**src/rtl/uart_rx_monitor.sv**
```systemverilog
// uart_rx_monitor: 8N1 serial receiver for the core's uart_tx console stream.
// Decoded bytes are presented through a one-entry valid/ready holding register.
// Framing errors, breaks and overruns are reported as single-cycle pulses.
module uart_rx_monitor #(
    parameter int CLKS_PER_BIT = 1667
) (
    input  logic       clk,
    input  logic       reset,
    input  logic       rxd,
    output logic [7:0] data,
    output logic       valid,
    input  logic       ready,
    output logic       frame_err,
    output logic       break_det,
    output logic       overrun,
    output logic       busy
);

    // Each sample point restarts the counter, so every bit interval is exactly N
    // cycles and no rounding can accumulate across the frame.
    localparam logic [15:0] HALF_M1 = 16'(CLKS_PER_BIT / 2 - 1);
    localparam logic [15:0] FULL_M1 = 16'(CLKS_PER_BIT - 1);

    typedef enum logic [2:0] {
        IDLE,
        START,
        DATA,
        STOP,
        WAIT_HIGH
    } state_t;

    state_t      state;
    state_t      state_nxt;
    logic        rx_meta_p0;
    logic        rx_s;
    logic [15:0] cnt;
    logic [2:0]  bit_idx;
    logic [7:0]  shreg;
    logic        half_hit;
    logic        full_hit;
    logic        stop_sample;
    logic        byte_good;
    logic        byte_bad;
    logic        load;

    assign half_hit    = (cnt == HALF_M1);
    assign full_hit    = (cnt == FULL_M1);
    assign stop_sample = (state == STOP) && full_hit;
    assign byte_good   = stop_sample && rx_s;
    assign byte_bad    = stop_sample && !rx_s;
    // A good byte loads if the register is empty or is being drained this cycle.
    assign load        = byte_good && (!valid || ready);
    assign busy        = (state != IDLE);

    // Two-flop synchronizer; idles high so reset cannot fake a start bit.
    always_ff @(posedge clk or posedge reset) begin
        if (reset) begin
            rx_meta_p0 <= 1'b1;
            rx_s       <= 1'b1;
        end else begin
            rx_meta_p0 <= rxd;
            rx_s       <= rx_meta_p0;
        end
    end

    // FSM state register.
    always_ff @(posedge clk or posedge reset) begin
        if (reset) begin
            state <= IDLE;
        end else begin
            state <= state_nxt;
        end
    end

    // FSM next-state logic.
    always_comb begin
        state_nxt = state;
        case (state)
            IDLE:      if (!rx_s) state_nxt = START;
            START:     if (half_hit) state_nxt = rx_s ? IDLE : DATA;
            DATA:      if (full_hit && (bit_idx == 3'd7)) state_nxt = STOP;
            STOP:      if (full_hit) state_nxt = rx_s ? IDLE : WAIT_HIGH;
            WAIT_HIGH: if (rx_s) state_nxt = IDLE;
            default:   state_nxt = IDLE;
        endcase
    end

    // Bit timing counter and bit index.
    always_ff @(posedge clk or posedge reset) begin
        if (reset) begin
            cnt     <= '0;
            bit_idx <= '0;
        end else begin
            if ((state == IDLE) || (state == WAIT_HIGH)) begin
                cnt <= '0;
            end else if (((state == START) && half_hit) ||
                         (((state == DATA) || (state == STOP)) && full_hit)) begin
                cnt <= '0;
            end else begin
                cnt <= cnt + 16'd1;
            end

            if ((state == START) && half_hit) begin
                bit_idx <= '0;
            end else if ((state == DATA) && full_hit) begin
                bit_idx <= bit_idx + 3'd1;
            end
        end
    end

    // Receive shift register, LSB arrives first.
    always_ff @(posedge clk) begin
        if ((state == DATA) && full_hit) begin
            shreg <= {rx_s, shreg[7:1]};
        end
    end

    // Holding register and status pulses, registered from the stop-sample cycle.
    always_ff @(posedge clk or posedge reset) begin
        if (reset) begin
            data      <= 8'h00;
            valid     <= 1'b0;
            frame_err <= 1'b0;
            break_det <= 1'b0;
            overrun   <= 1'b0;
        end else begin
            if (load) begin
                data  <= shreg;
                valid <= 1'b1;
            end else if (valid && ready) begin
                valid <= 1'b0;
            end
            frame_err <= byte_bad;
            break_det <= byte_bad && (shreg == 8'h00);
            overrun   <= byte_good && valid && !ready;
        end
    end

endmodule
```
**config.mk**
```make
export PLATFORM = sky130hd
export DESIGN_NAME = uart_rx_monitor
export DESIGN_NICKNAME = d
export VERILOG_FILES = /design/src/rtl/uart_rx_monitor.sv
export SDC_FILE = /design/constraint.sdc
export NUM_CORES = 1
export LEC_CHECK = 0
export BUFFER_PORTS_ARGS = -buffer_cell sky130_fd_sc_hd__buf_2
export CORE_MARGIN = 2
export CORE_UTILIZATION = 30
export DETAILED_ROUTE_END_ITERATION = 8
export GPL_ROUTABILITY_DRIVEN = 0
export PLACE_DENSITY = 0.53
export SETUP_SLACK_MARGIN = 0.02
export SYNTH_ARGS = -nofsm -noshare
export SYNTH_HDL_FRONTEND = slang
export SYNTH_SLANG_ARGS = --single-unit
```
**constraint.sdc**
```tcl
create_clock -name clk -period 2.5 [get_ports clk]
set_clock_uncertainty 0.2 [all_clocks]
set_input_delay 0.5 -clock clk [delete_from_list [all_inputs] [get_ports clk]]
set_output_delay 0.5 -clock clk [all_outputs]
set_load 0.02 [all_outputs]
```
==> metrics list, run 1 <==
- After synthesis the netlist holds a flip-flop and latch count of 44.
- Entering global routing, the biggest net connects 37 pins.
* Post-synthesis average cell area: 12.0 um2
* Fill cell total of the finished layout: 623
- The clock period could shrink to 2290 ps.
* Maximum buffer depth of the clock tree: 2
- For this run, the register share of the synthesized area comes to 0.580.
* Synth top area share: 0.431
* Unrepaired setup endpoints after global routing: false
- After detailed routing, the number of remaining DRC violations is 0.
- Max-cap viol count: 0
- After clock tree synthesis, the setup repair step added 0 buffers.
- The floorplan has 29 rows.
- In this run the remaining antenna-violating nets after routing total 0.
- In the finished design, the share of the clock period the worst path needs comes to 0.916.
- The number of different library cells used by synthesis comes to 39.
- Critical path capture point type: flop
* First drt pass iteration count: 4
* Floorplan core area: between 6000 and 7000 um2
- In the synthesized netlist, the cells that appear most often are sky130_fd_sc_hd__dfrtp_1, sky130_fd_sc_hd__nor2_1, sky130_fd_sc_hd__mux2_2, sky130_fd_sc_hd__nand2_1, sky130_fd_sc_hd__xnor2_1.
- Vertical die dimension: around 85 um
- For this run, asynchronously set or reset flops after synthesis account for 0.818.
* Wire length of the first global-routing pass: 5.88 mm
* Number of cell instances on the worst register-to-register path: 5
- Fraction of final layout cells with drive strength greater than 1: 0.238
* Worst reg2reg endpoint: cnt[5]$_DFF_PP0_
- Clock transition at the registers of the reported paths: 90 ps
- In this run, CTS created clock tree buffers numbering 5.
- Drt wl/cell: around 13 um
- sky130_fd_sc_hd__dfrtp_1 takes more of the synthesized area than any other cell.
* Post-synthesis instance area: around 2000 um2
- Total leakage power: 1.01 nW
- TritonCTS built the clock tree.
- Quantity of hold-fixing buffers added after cts: 0
- After synthesis, the cell types taking the most area are sky130_fd_sc_hd__dfrtp_1, sky130_fd_sc_hd__edfxtp_1, sky130_fd_sc_hd__mux2_2.
- Summing internal, switching and leakage power gives 1.29 mW.
- Via count of the first global-routing pass: between 1000 and 1500
- STA puts the critical path data arrival time at 2240 ps.
- Final core utilization: 0.357
* Most used flip-flop cell after synthesis: sky130_fd_sc_hd__dfrtp_1
- The run finished with clean final reports.
- In this run the tightest slew margin relative to its limit is 0.550.
* Required time reported for the critical path endpoint: 2450 ps
- Setup TNS Final: 0 ps
* Slack of the critical path: roughly 210 ps
- The final count of pins violating max slew was 0.
- Antenna violations before repair: 0
* CP Class: flop to flop
* Fmax: 0.437 GHz
* Power per cell area: roughly 570 nW/um2
* Pre-CTS setup slack: slightly above 200 ps
* Number of antenna diodes: 0
* Port bufs: 16
- Layout overhead on the synthesized area: 15.0%
- The final-report hold violation count came to 0.
* GRT Overall Usage: 0.102
- Post-synth EDFFs: 8
* Maximum fanout along the worst path: 16
* Worst reg2reg path startpoint: cnt[12]$_DFF_PP0_
* DRC marker count from the first detailed-route iteration: 66
- Pin placement for this block handled 17 I/O pins.
* Final Setup Violations: 0
* Worst hold path startpoint: rxd
- Wires add up to 3.49 mm.
- Cells after Synth: 165
* Sinks on the clock net: 44
- Clock latency reported for the late side of the worst-skew pair: 290 ps
* Count of cells along the worst hold path: 1
- Class of the tightest hold or removal check: input port to flop
* WHS Endpoint: rx_meta_p0$_DFF_PP1_
- The number of nets in the synthesized netlist is 174.
* Type of element launching the critical path: flop
* Worst setup slack for register-to-register paths: ~210 ps
- Using the TritonRoute via totals, the vias-per-cell ratio works out to about 4.6.
- CTS resizes: 0
* Detail Placement HPWL: 2.37 mm
- Initial core utilization: 0.311
- Total gr overflow: 0
- The detailed router placed 1223 vias in this run.
- Warning count from the yosys run: 0
- In the final design database the tool counted 197 nets.
- Max IR drop VDD: 0.000213 V
- Yosys instantiated no cell more often than sky130_fd_sc_hd__dfrtp_1.
* Die Wd: between 80 and 90 um
* Die Footprint: 7240 um2
- The H-tree was split into 2 levels.
- At the pin with the least slew margin, the transition time is 675 ps.
- Root buffer cell: sky130_fd_sc_hd__clkbuf_8
## power breakdown
part           leakage [nW]  switching [mW]  internal [mW]
registers             0.553         0.00154          0.730
clock network        0.0558           0.247          0.296
logic                 0.400          0.0139        0.00425
## placed cells by master, fill, tap and decap left out, types with 4 or more instances in the layout
| cell | synthesis | routed |
|---|---|---|
| sky130_fd_sc_hd__xnor2_1 | 9 | 9 |
| sky130_fd_sc_hd__clkbuf_8 | 0 | 5 |
| sky130_fd_sc_hd__nor3_1 | 4 | 4 |
| sky130_fd_sc_hd__nand2_1 | 9 | 9 |
| sky130_fd_sc_hd__buf_4 | 0 | 4 |
| sky130_fd_sc_hd__o21ai_0 | 4 | 4 |
| sky130_fd_sc_hd__mux2_2 | 9 | 9 |
| sky130_fd_sc_hd__ha_1 | 5 | 5 |
| sky130_fd_sc_hd__xor2_1 | 6 | 6 |
| sky130_fd_sc_hd__dfrtp_1 | 34 | 34 |
| sky130_fd_sc_hd__nor2_1 | 24 | 24 |
| sky130_fd_sc_hd__nand3_1 | 4 | 4 |
| sky130_fd_sc_hd__edfxtp_1 | 8 | 8 |
| sky130_fd_sc_hd__inv_1 | 6 | 6 |
| sky130_fd_sc_hd__buf_2 | 0 | 16 |
## sequential cells by signal (all words and copies together) (netlist names)
| name | count |
|---|---|
| bit_idx | 3 |
| valid | 1 |
| shreg | 8 |
| overrun | 1 |
| break_det | 1 |
| state | 3 |
| frame_err | 1 |
| data | 8 |
| rx_meta_p0 | 1 |
| rx_s | 1 |
| cnt | 16 |
## through the flow
step	hold WS, ps	area, um2	instances
6_report	94.0	2270	266
5_1_grt	80.8	2270	266
4_1_cts	85.0	2270	266
3_5_place_dp	151	2160	258
3_3_place_gp	147	2160	258
2_1_floorplan	145	1970	165
## worst max-delay path, stage by stage, from the launching register on
cell	delay (ps)
sky130_fd_sc_hd__dfrtp_1	440
sky130_fd_sc_hd__or4b_4	570
sky130_fd_sc_hd__nor4_4	390
sky130_fd_sc_hd__o21ai_1	140
sky130_fd_sc_hd__o21ai_2	290
sky130_fd_sc_hd__nor2_1	120
## cell families (layout without fill, tap and decap cells)
kind of cell / count (synthesis) / in the layout / share of synthesized area
fa+ha+maj: 5 / 5 / 0.0317
compound gates: 11 / 11 / 0.0368
flops: 44 / 44 / 0.580
simple gates: 70 / 70 / 0.206
xor+xnor: 15 / 15 / 0.0666
buf+inv: 10 / 34 / 0.0228
mux: 10 / 10 / 0.0565
## metal layers
| layer | up-vias | GRT usage | wire, um |
|---|---|---|---|
| met5 | - | 0 | 0 |
| met1 | 585 | 0.143 | 1860 |
| met4 | 0 | 0.0563 | 41 |
| met2 | 16 | 0.150 | 1510 |
| li1 | 620 | - | - |
| met3 | 2 | 0.0185 | 80 |
## final cells by class
class	count	area (um2)	area share
Clock buffer	5	68.8	0.0304
Clock inverter	3	42.5	0.0188
Inverter	6	22.5	0.00993
Multi-Input combinational cell	111	783	0.345
Sequential cell	44	1140	0.504
Tap cell	77	96.3	0.0425
Timing Repair Buffer	20	110	0.0486
## worst max path at each step
| stage | cells past startpoint | slack (ps) | startpoint | end |
|---|---|---|---|---|
| 6_report | 5 | 210 | cnt[12]$_DFF_PP0_ | cnt[5]$_DFF_PP0_ |
| 3_3_place_gp | 5 | 240 | cnt[12]$_DFF_PP0_ | shreg[5]$_DFFE_PP_ |
| 4_1_cts | 5 | 190 | cnt[12]$_DFF_PP0_ | cnt[5]$_DFF_PP0_ |
| 5_1_grt | 5 | 80 | cnt[12]$_DFF_PP0_ | cnt[5]$_DFF_PP0_ |
| 2_1_floorplan | 4 | 120 | cnt[13]$_DFF_PP0_ | shreg[0]$_DFFE_PP_ |
| 3_5_place_dp | 5 | 210 | cnt[12]$_DFF_PP0_ | cnt[5]$_DFF_PP0_ |
Power figures use the tool's default switching activity.
==> inputs of run 2 (changes only) <==
--- a/config.mk
+++ b/config.mk
@@ -11,6 +11,7 @@
 export DETAILED_ROUTE_END_ITERATION = 8
 export GPL_ROUTABILITY_DRIVEN = 0
 export PLACE_DENSITY = 0.53
+export RECOVER_POWER = 100
 export SETUP_SLACK_MARGIN = 0.02
 export SYNTH_ARGS = -nofsm -noshare
 export SYNTH_HDL_FRONTEND = slang
==> run 2 against run 1 <==
Compared with the run above:
- die area stayed put
- sequential share of layout area is 0.59 points higher
- non-clock buffer count did not move
- clock power about the same
- via count is 0.16% higher
- worst hold slack gained 0.58 ps
- sequential power barely moved
- critical path type unchanged
- clock-buffer cell count did not move
- critical path depth is the same
- register-to-register slack got worse by 40 ps
- wire length is 0.60% higher
- highest routed layer unchanged
- first-iteration DRC count rose by 26%
==> metrics list, run 2 (same netlist as run 1, synthesis figures left out) <==
- Status: finished, final reports clean
* Post-route minimum period: 2330 ps (+41.2 ps)
- The internal power consumption was 1.03 mW (about the same).
* Max Slew Vio Count: 0 (unchanged)
* Worst reg2reg endpoint: shreg[0]$_DFFE_PP_
- Maximum buffer depth of the clock tree: 2 (unchanged)
- The fraction of power consumed by the clock network was 0.420 (about the same).
- Worst slew margin relative to its limit: 0.380 (-0.170)
- STA classifies the critical path endpoint as a flop.
- Clock latency reported for the late side of the worst-skew pair: 290 ps (about the same)
- The critical path is of the flop to flop type.
- The final-report hold violation count came to 0 (unchanged).
* Required time reported for the critical path endpoint: 2280 ps (-170 ps)
- The count of H-tree levels built during CTS is 2 (unchanged).
- The post-detailed-route DRC marker count came to 0 (unchanged).
- The number of diodes was 0 (unchanged).
- Std-Cell Rows: 29 (unchanged)
- The final-layout fill cell count is 635 (+1.9%).
* Die Footprint: 7240 um2 (unchanged)
* Final worst-path cycle share: 0.932 (+0.0165)
- The per-cell routed wire length is 13.2 um (+0.60%).
* Fmax: 0.429 GHz (-1.8%)
- Standard cell with the maximum stage delay on the critical path: sky130_fd_sc_hd__or4b_4
* Floorplan core area: 6350 um2 (unchanged)
- The worst hold path belongs to the class input port to flop.
* Largest register by flop count: cnt
- Power per cell area: 576 nW/um2 (+0.99%)
- Tightest Pin Transition: 930 ps (+255 ps)
* Max reg flops: 16 (unchanged)
- The critical path goes through or4b_4 -> nor4_1 -> nand2_1 -> nor2_1 -> clkbuf_2.
* CP Data Arrival Time: 2110 ps (-130 ps)
- Total design power: 1.29 mW (-0.18%)
- First drt pass iteration count: 6 (+2)
- The number of post-CTS setup repair buffers is 0 (unchanged).
- The post-cts hold buffer count was 0 (unchanged).
- Count of cells along the worst hold path: 1 (unchanged)
- Unrepaired setup endpoints after global routing: false
- Commonest non-fill, non-tap cells in the layout: sky130_fd_sc_hd__dfrtp_1, sky130_fd_sc_hd__nor2_1, sky130_fd_sc_hd__clkbuf_1
* Max IR drop VDD: 0.000212 V (-0.73%)
- Vias post-DR: 1225 (+0.16%)
- Io pins: 17 (unchanged)
- The residual overflow from global routing was 0 (unchanged).
* Final Setup Violations: 0 (unchanged)
- The largest net degree at the start of global routing came to 37 (unchanged).
- GRT Overall Usage: 0.102 (unchanged)
* Fraction of final layout cells with drive strength greater than 1: 0.159 (-0.0794)
* Layout overhead on the synthesized area: 13.6%
- Clock transition at the registers of the reported paths: 80 ps (about the same)
* Clock buffers created by TritonCTS: 5 (unchanged)
- Psw: 0.261 mW (-0.53%)
* Worst setup slack for register-to-register paths: 170 ps (-40 ps)
- Number of cell instances on the worst register-to-register path: 5 (unchanged)
- Sinks on the clock net: 44 (unchanged)
- CTS resizes: 0 (unchanged)
- Leaving out fill and tap cells, the most frequent cell in the layout is sky130_fd_sc_hd__dfrtp_1.
- WHS Endpoint: rx_meta_p0$_DFF_PP1_
- Port bufs: 16 (unchanged)
* Wire length of the first global-routing pass: 5.88 mm (unchanged)
- TritonCTS built the clock tree.
- Type of element launching the critical path: flop
- Vertical die dimension: 85.1 um (unchanged)
- DR vias/cell: 4.61 (+0.16%)
- The final worst hold slack was 94.6 ps (+0.576 ps).
- Max-cap viol count: 0 (unchanged)
- The final setup TNS is 0 ps (unchanged).
* Worst reg2reg path startpoint: cnt[12]$_DFF_PP0_
- Maximum fanout along the worst path: 11 (-5)
- Sw Ratio: 0.202 (-0.000706)
- The number of buffer and inverter stages on the critical path is 1 (+1).
- Total cell area at the placement stage: 2160 um2 (unchanged)
- Final Instance Area: 2240 um2 (-1.2%)
- Initial core utilization: 0.311 (unchanged)
* Die Wd: 85.1 um (unchanged)
- Routed wire length: 3.51 mm (+0.60%)
* Worst hold path startpoint: rxd
* Gate power share: 0.014 (about the same)
- Largest registers ranked by flip-flop count: cnt x16, data x8, shreg x8
* Antenna violations before repair: 0 (unchanged)
- The number of global-route vias before repair was 1217 (unchanged).
- Total leakage power: 0.953 nW (-5.6%)
- Nets: 197 (unchanged)
- CP max stage delay: 570 ps (about the same)
- DRC marker count from the first detailed-route iteration: 83 (+26%)
* Crit-path leading delay family: simple AND/OR/NAND/NOR gates
* Remaining number of nets flagged by the antenna check after routing: 0 (unchanged)
- In this run the clock root is driven by a sky130_fd_sc_hd__clkbuf_8.
- Flop pwr share: 0.567 (about the same)
* Detail Placement HPWL: 2.37 mm (unchanged)
[run 2: worst register-to-register path: cells and delay by family (launching register included)]
family | cells | cell delay (ps)
simple gates | 4 | 1120
flops | 1 | 440
buf+inv | 1 | 270
[run 2: how the worst max path moves through the flow]
stage / startpoint / slack (ps) / end / depth (start not counted)
2_1_floorplan: cnt[13]$_DFF_PP0_ / 120 / shreg[0]$_DFFE_PP_ / 4
3_5_place_dp: cnt[12]$_DFF_PP0_ / 210 / cnt[5]$_DFF_PP0_ / 5
5_1_grt: cnt[5]$_DFF_PP0_ / 50 / shreg[0]$_DFFE_PP_ / 5
6_report: cnt[12]$_DFF_PP0_ / 170 / shreg[0]$_DFFE_PP_ / 5
4_1_cts: cnt[12]$_DFF_PP0_ / 190 / cnt[5]$_DFF_PP0_ / 5
3_3_place_gp: cnt[12]$_DFF_PP0_ / 240 / shreg[5]$_DFFE_PP_ / 5
[run 2: metal layers]
layer,vias up,wire (um),global-route usage
met2,16,1500,0.150
met1,587,1890,0.143
li1,620,-,-
met4,0,41,0.0563
met3,2,78,0.0185
met5,-,0,0
[run 2: layout make-up]
cell class,instances,area [um2],share of cell area
Clock inverter,3,42.5,0.0190
Tap cell,77,96.3,0.0430
Inverter,6,22.5,0.0101
Sequential cell,44,1140,0.510
Clock buffer,5,68.8,0.0307
Multi-Input combinational cell,111,778,0.347
Timing Repair Buffer,20,88.8,0.0396
[run 2: power groups by stage]
stage          combinational (mW)  sequential (mW)  clock (mW)
3_5_place_dp               0.0192            0.746           0
6_report                   0.0176            0.731       0.541
4_1_cts                    0.0194            0.732       0.563
2_1_floorplan              0.0115            0.745           0
5_1_grt                    0.0208            0.732       0.588
3_3_place_gp               0.0191            0.746           0
[run 2: metrics by stage]
stage | util | setup slack (ps) | cells
finish | 0.353 | 169 | 266
detailed placement | 0.340 | 207 | 258
global placement | 0.340 | 235 | 258
floorplan | - | 120 | 165
global route | 0.353 | 47.8 | 266
CTS | 0.357 | 188 | 266
==> inputs of run 3 (changes only) <==
--- a/config.mk
+++ b/config.mk
@@ -11,7 +11,6 @@
 export DETAILED_ROUTE_END_ITERATION = 8
 export GPL_ROUTABILITY_DRIVEN = 0
 export PLACE_DENSITY = 0.53
-export RECOVER_POWER = 100
 export SETUP_SLACK_MARGIN = 0.02
 export SYNTH_ARGS = -nofsm -noshare
 export SYNTH_HDL_FRONTEND = slang
==> constraint.sdc (replaced) <==
create_clock -name clk -period 2.5 [get_ports clk]
set_clock_uncertainty 0.2 [all_clocks]
set_input_delay 0.25 -clock clk [delete_from_list [all_inputs] [get_ports clk]]
set_output_delay 0.25 -clock clk [all_outputs]
set_load 0.02 [all_outputs]
==> run 3 against run 2 <==
Compared with the run above:
- core utilization increased by 0.73 points
- sequential share of layout area decreased by 1.0 points
- total power increased by 0.26%
- design area increased by 2.1%
- largest power group unchanged
- non-clock buffer count increased by 2
- wire length decreased by 2.1%
- worst hold slack got worse by 40 ps
==> metrics list, run 3 (same netlist as run 1, synthesis figures left out) <==
- The final setup TNS came to 0 ps (unchanged).
- Standard cell with the maximum stage delay on the critical path: sky130_fd_sc_hd__or4b_4
- Max-cap viol count: 0 (unchanged)
* Total area of sequential cells: 1140 um2 (unchanged)
- Required time reported for the critical path endpoint: 2450 ps (+170 ps)
- The area growth from synthesis to layout is 16.0%.
- The tightest min-delay check is of the input port to flop type.
* Clock latency reported for the late side of the worst-skew pair: 290 ps (about the same)
* Drt wl/cell: 12.8 um (-2.8%)
* Commonest non-fill, non-tap cells in the layout: sky130_fd_sc_hd__dfrtp_1, sky130_fd_sc_hd__nor2_1, sky130_fd_sc_hd__buf_2
- DRC marker count from the first detailed-route iteration: 66 (-20%)
- Die Footprint: 7240 um2 (unchanged)
- STA classifies the critical path startpoint as a flop.
- The number of global-route vias before repair is 1212 (-0.41%).
- The vertical die dimension is 85.1 um (unchanged).
- The count of antenna-violating nets left after detailed routing is 0 (unchanged).
- Std-Cell Rows: 29 (unchanged)
* CTS resizes: 0 (unchanged)
- The actual transition at the worst max-transition pin came to 684 ps (-246 ps).
* Fraction of final layout cells with drive strength greater than 1: 0.236 (+0.0769)
* Pin count of the biggest net entering global routing: 37 (unchanged)
- CP Data Arrival Time: 2230 ps (+120 ps)
* Nets: 199 (+1.0%)
- The combined area of the multi-input logic cells came to 783 um2 (+0.64%).
- The final-report hold violation count was 0 (unchanged).
* Final worst-path cycle share: 0.911 (-0.0209)
- Max IR drop VDD: 0.000230 V (+8.7%)
- Wire length of the first global-routing pass: 5.89 mm (+0.12%)
- Routed wire length: 3.44 mm (-2.1%)
- The largest fanout on the critical path is 16 (+5).
- The run finished with clean final reports.
- First drt pass iteration count: 4 (-2)
- Final Setup Violations: 0 (unchanged)
- The final-layout fill cell count is 600 (-5.5%).
- The tree is rooted in a sky130_fd_sc_hd__clkbuf_8.
- The post-detailed-route DRC marker count is 0 (unchanged).
* Detail Placement HPWL: 2.35 mm (-0.85%)
- The worst setup path is captured at a flop.
* Post-route minimum period: 2280 ps (-52.4 ps)
- The placement-stage worst setup slack is 226 ps (+19.1 ps).
- The smallest setup slack after layout is 222 ps (+52.4 ps).
* Die Wd: 85.1 um (unchanged)
- Leaving out fill and tap cells, the most frequent cell in the layout is sky130_fd_sc_hd__dfrtp_1.
- The leakage component of the power came to 1.02 nW (+6.8%).
- The count of H-tree levels built during CTS came to 2 (unchanged).
- GRT Overall Usage: 0.103 (+0.000247)
- Number of antenna diodes: 0 (unchanged)
- Largest register by flop count: cnt
- The final count of pins violating max slew was 0 (unchanged).
* Clock tree from TritonCTS: built
- DR vias/cell: 4.66 (+1.2%)
- The flip-flop count of the largest register after layout was 16 (unchanged).
- Setup repair after global routing left no endpoint under its margin.
* Fmax: 0.439 GHz (+2.3%)
- The routed via count came to 1249 (+2.0%).
- The buffer depth of the longest clock path is 2 (unchanged).
- Initial core utilization: 0.311 (unchanged)
- The total power divided by cell area came to 565 nW/um2 (-1.8%).
- Walking the worst path, the cells encountered are or4b_4 -> nor4_4 -> o21ai_1 -> o21ai_2 -> nor2_1.
- Port bufs: 16 (unchanged)
- Floorplan core area: 6350 um2 (unchanged)
* Io pins: 17 (unchanged)
- Sinks on the clock net: 44 (unchanged)
- The final core utilization is 0.360 (+0.00729).
- Antenna violations before repair: 0 (unchanged)
- Worst slew margin relative to its limit: 0.544 (+0.164)
* Largest registers ranked by flip-flop count: cnt x16, data x8, shreg x8
* Clock buffers created by TritonCTS: 5 (unchanged)
- CP Class: flop to flop
* CP max stage delay: 570 ps (about the same)
- The clock-pin transition on the worst setup and hold timing paths came to 80 ps (about the same).
- Total gr overflow: 0 (unchanged)
## run 3: changes by cell type in the layout (fill, tap and decap cells not counted), sizes merged
cell,before,now
dlygate4sd3,0,2
clkbuf,20,5
buf,5,20
## run 3: final cells by class
class                   instances  share of cell area
inverters                       6             0.00985
multi-input cells             111               0.342
repair buffers                 22              0.0569
clock buffers                   5              0.0301
flip-flops and latches         44               0.500
well taps                      77              0.0421
clock inverters                 3              0.0186
## run 3: final timing paths
check	from	to	slack [ps]	cells past startpoint
setup / recovery	cnt[12]$_DFF_PP0_	cnt[14]$_DFF_PP0_	220	5
hold / removal	ready	overrun$_DFF_PP0_	50	3
hold reg to reg	rx_meta_p0$_DFF_PP1_	rx_s$_DFF_PP1_	160	0
setup reg to reg	cnt[12]$_DFF_PP0_	cnt[14]$_DFF_PP0_	220	5
max in group asynchronous	reset	rx_s$_DFF_PP1_	1340	4
min in group asynchronous	reset	data[7]$_DFFE_PP0P_	410	4
## run 3: per-layer routing
layer  wire (um)  vias up  global-route usage
met5           0        -                   0
met4          71        0              0.0519
met3          96        6              0.0214
met2        1520       14               0.153
met1        1750      611               0.142
li1            -      618                   -
## run 3: timing repair
action	in CTS	in global routing
hold endpoints to repair	35	0
hold buffers	2	0
setup buffers	0	0
## run 3: through the flow
stage	std cells	hold WS (ps)	power (mW)	instance area (um2)
5_1_grt	268	55.9	1.35	2290
2_1_floorplan	165	54.5	0.757	1970
6_report	268	54.6	1.29	2290
4_1_cts	268	55.8	1.31	2290
3_5_place_dp	258	151	0.765	2160
3_3_place_gp	258	147	0.765	2160
## run 3: critical path, delay by kind of cell, from the launching register on
family,cells,cell delay (ps)
compound gates,2,420
simple gates,3,1070
flops,1,440
## run 3: power breakdown
part	switching, mW	total (mW)	leakage (nW)	internal, mW
registers	0.00149	0.731	0.553	0.730
clock network	0.245	0.541	0.0558	0.296
logic	0.0142	0.0204	0.408	0.00628
total	0.261	1.29	1.02	1.03
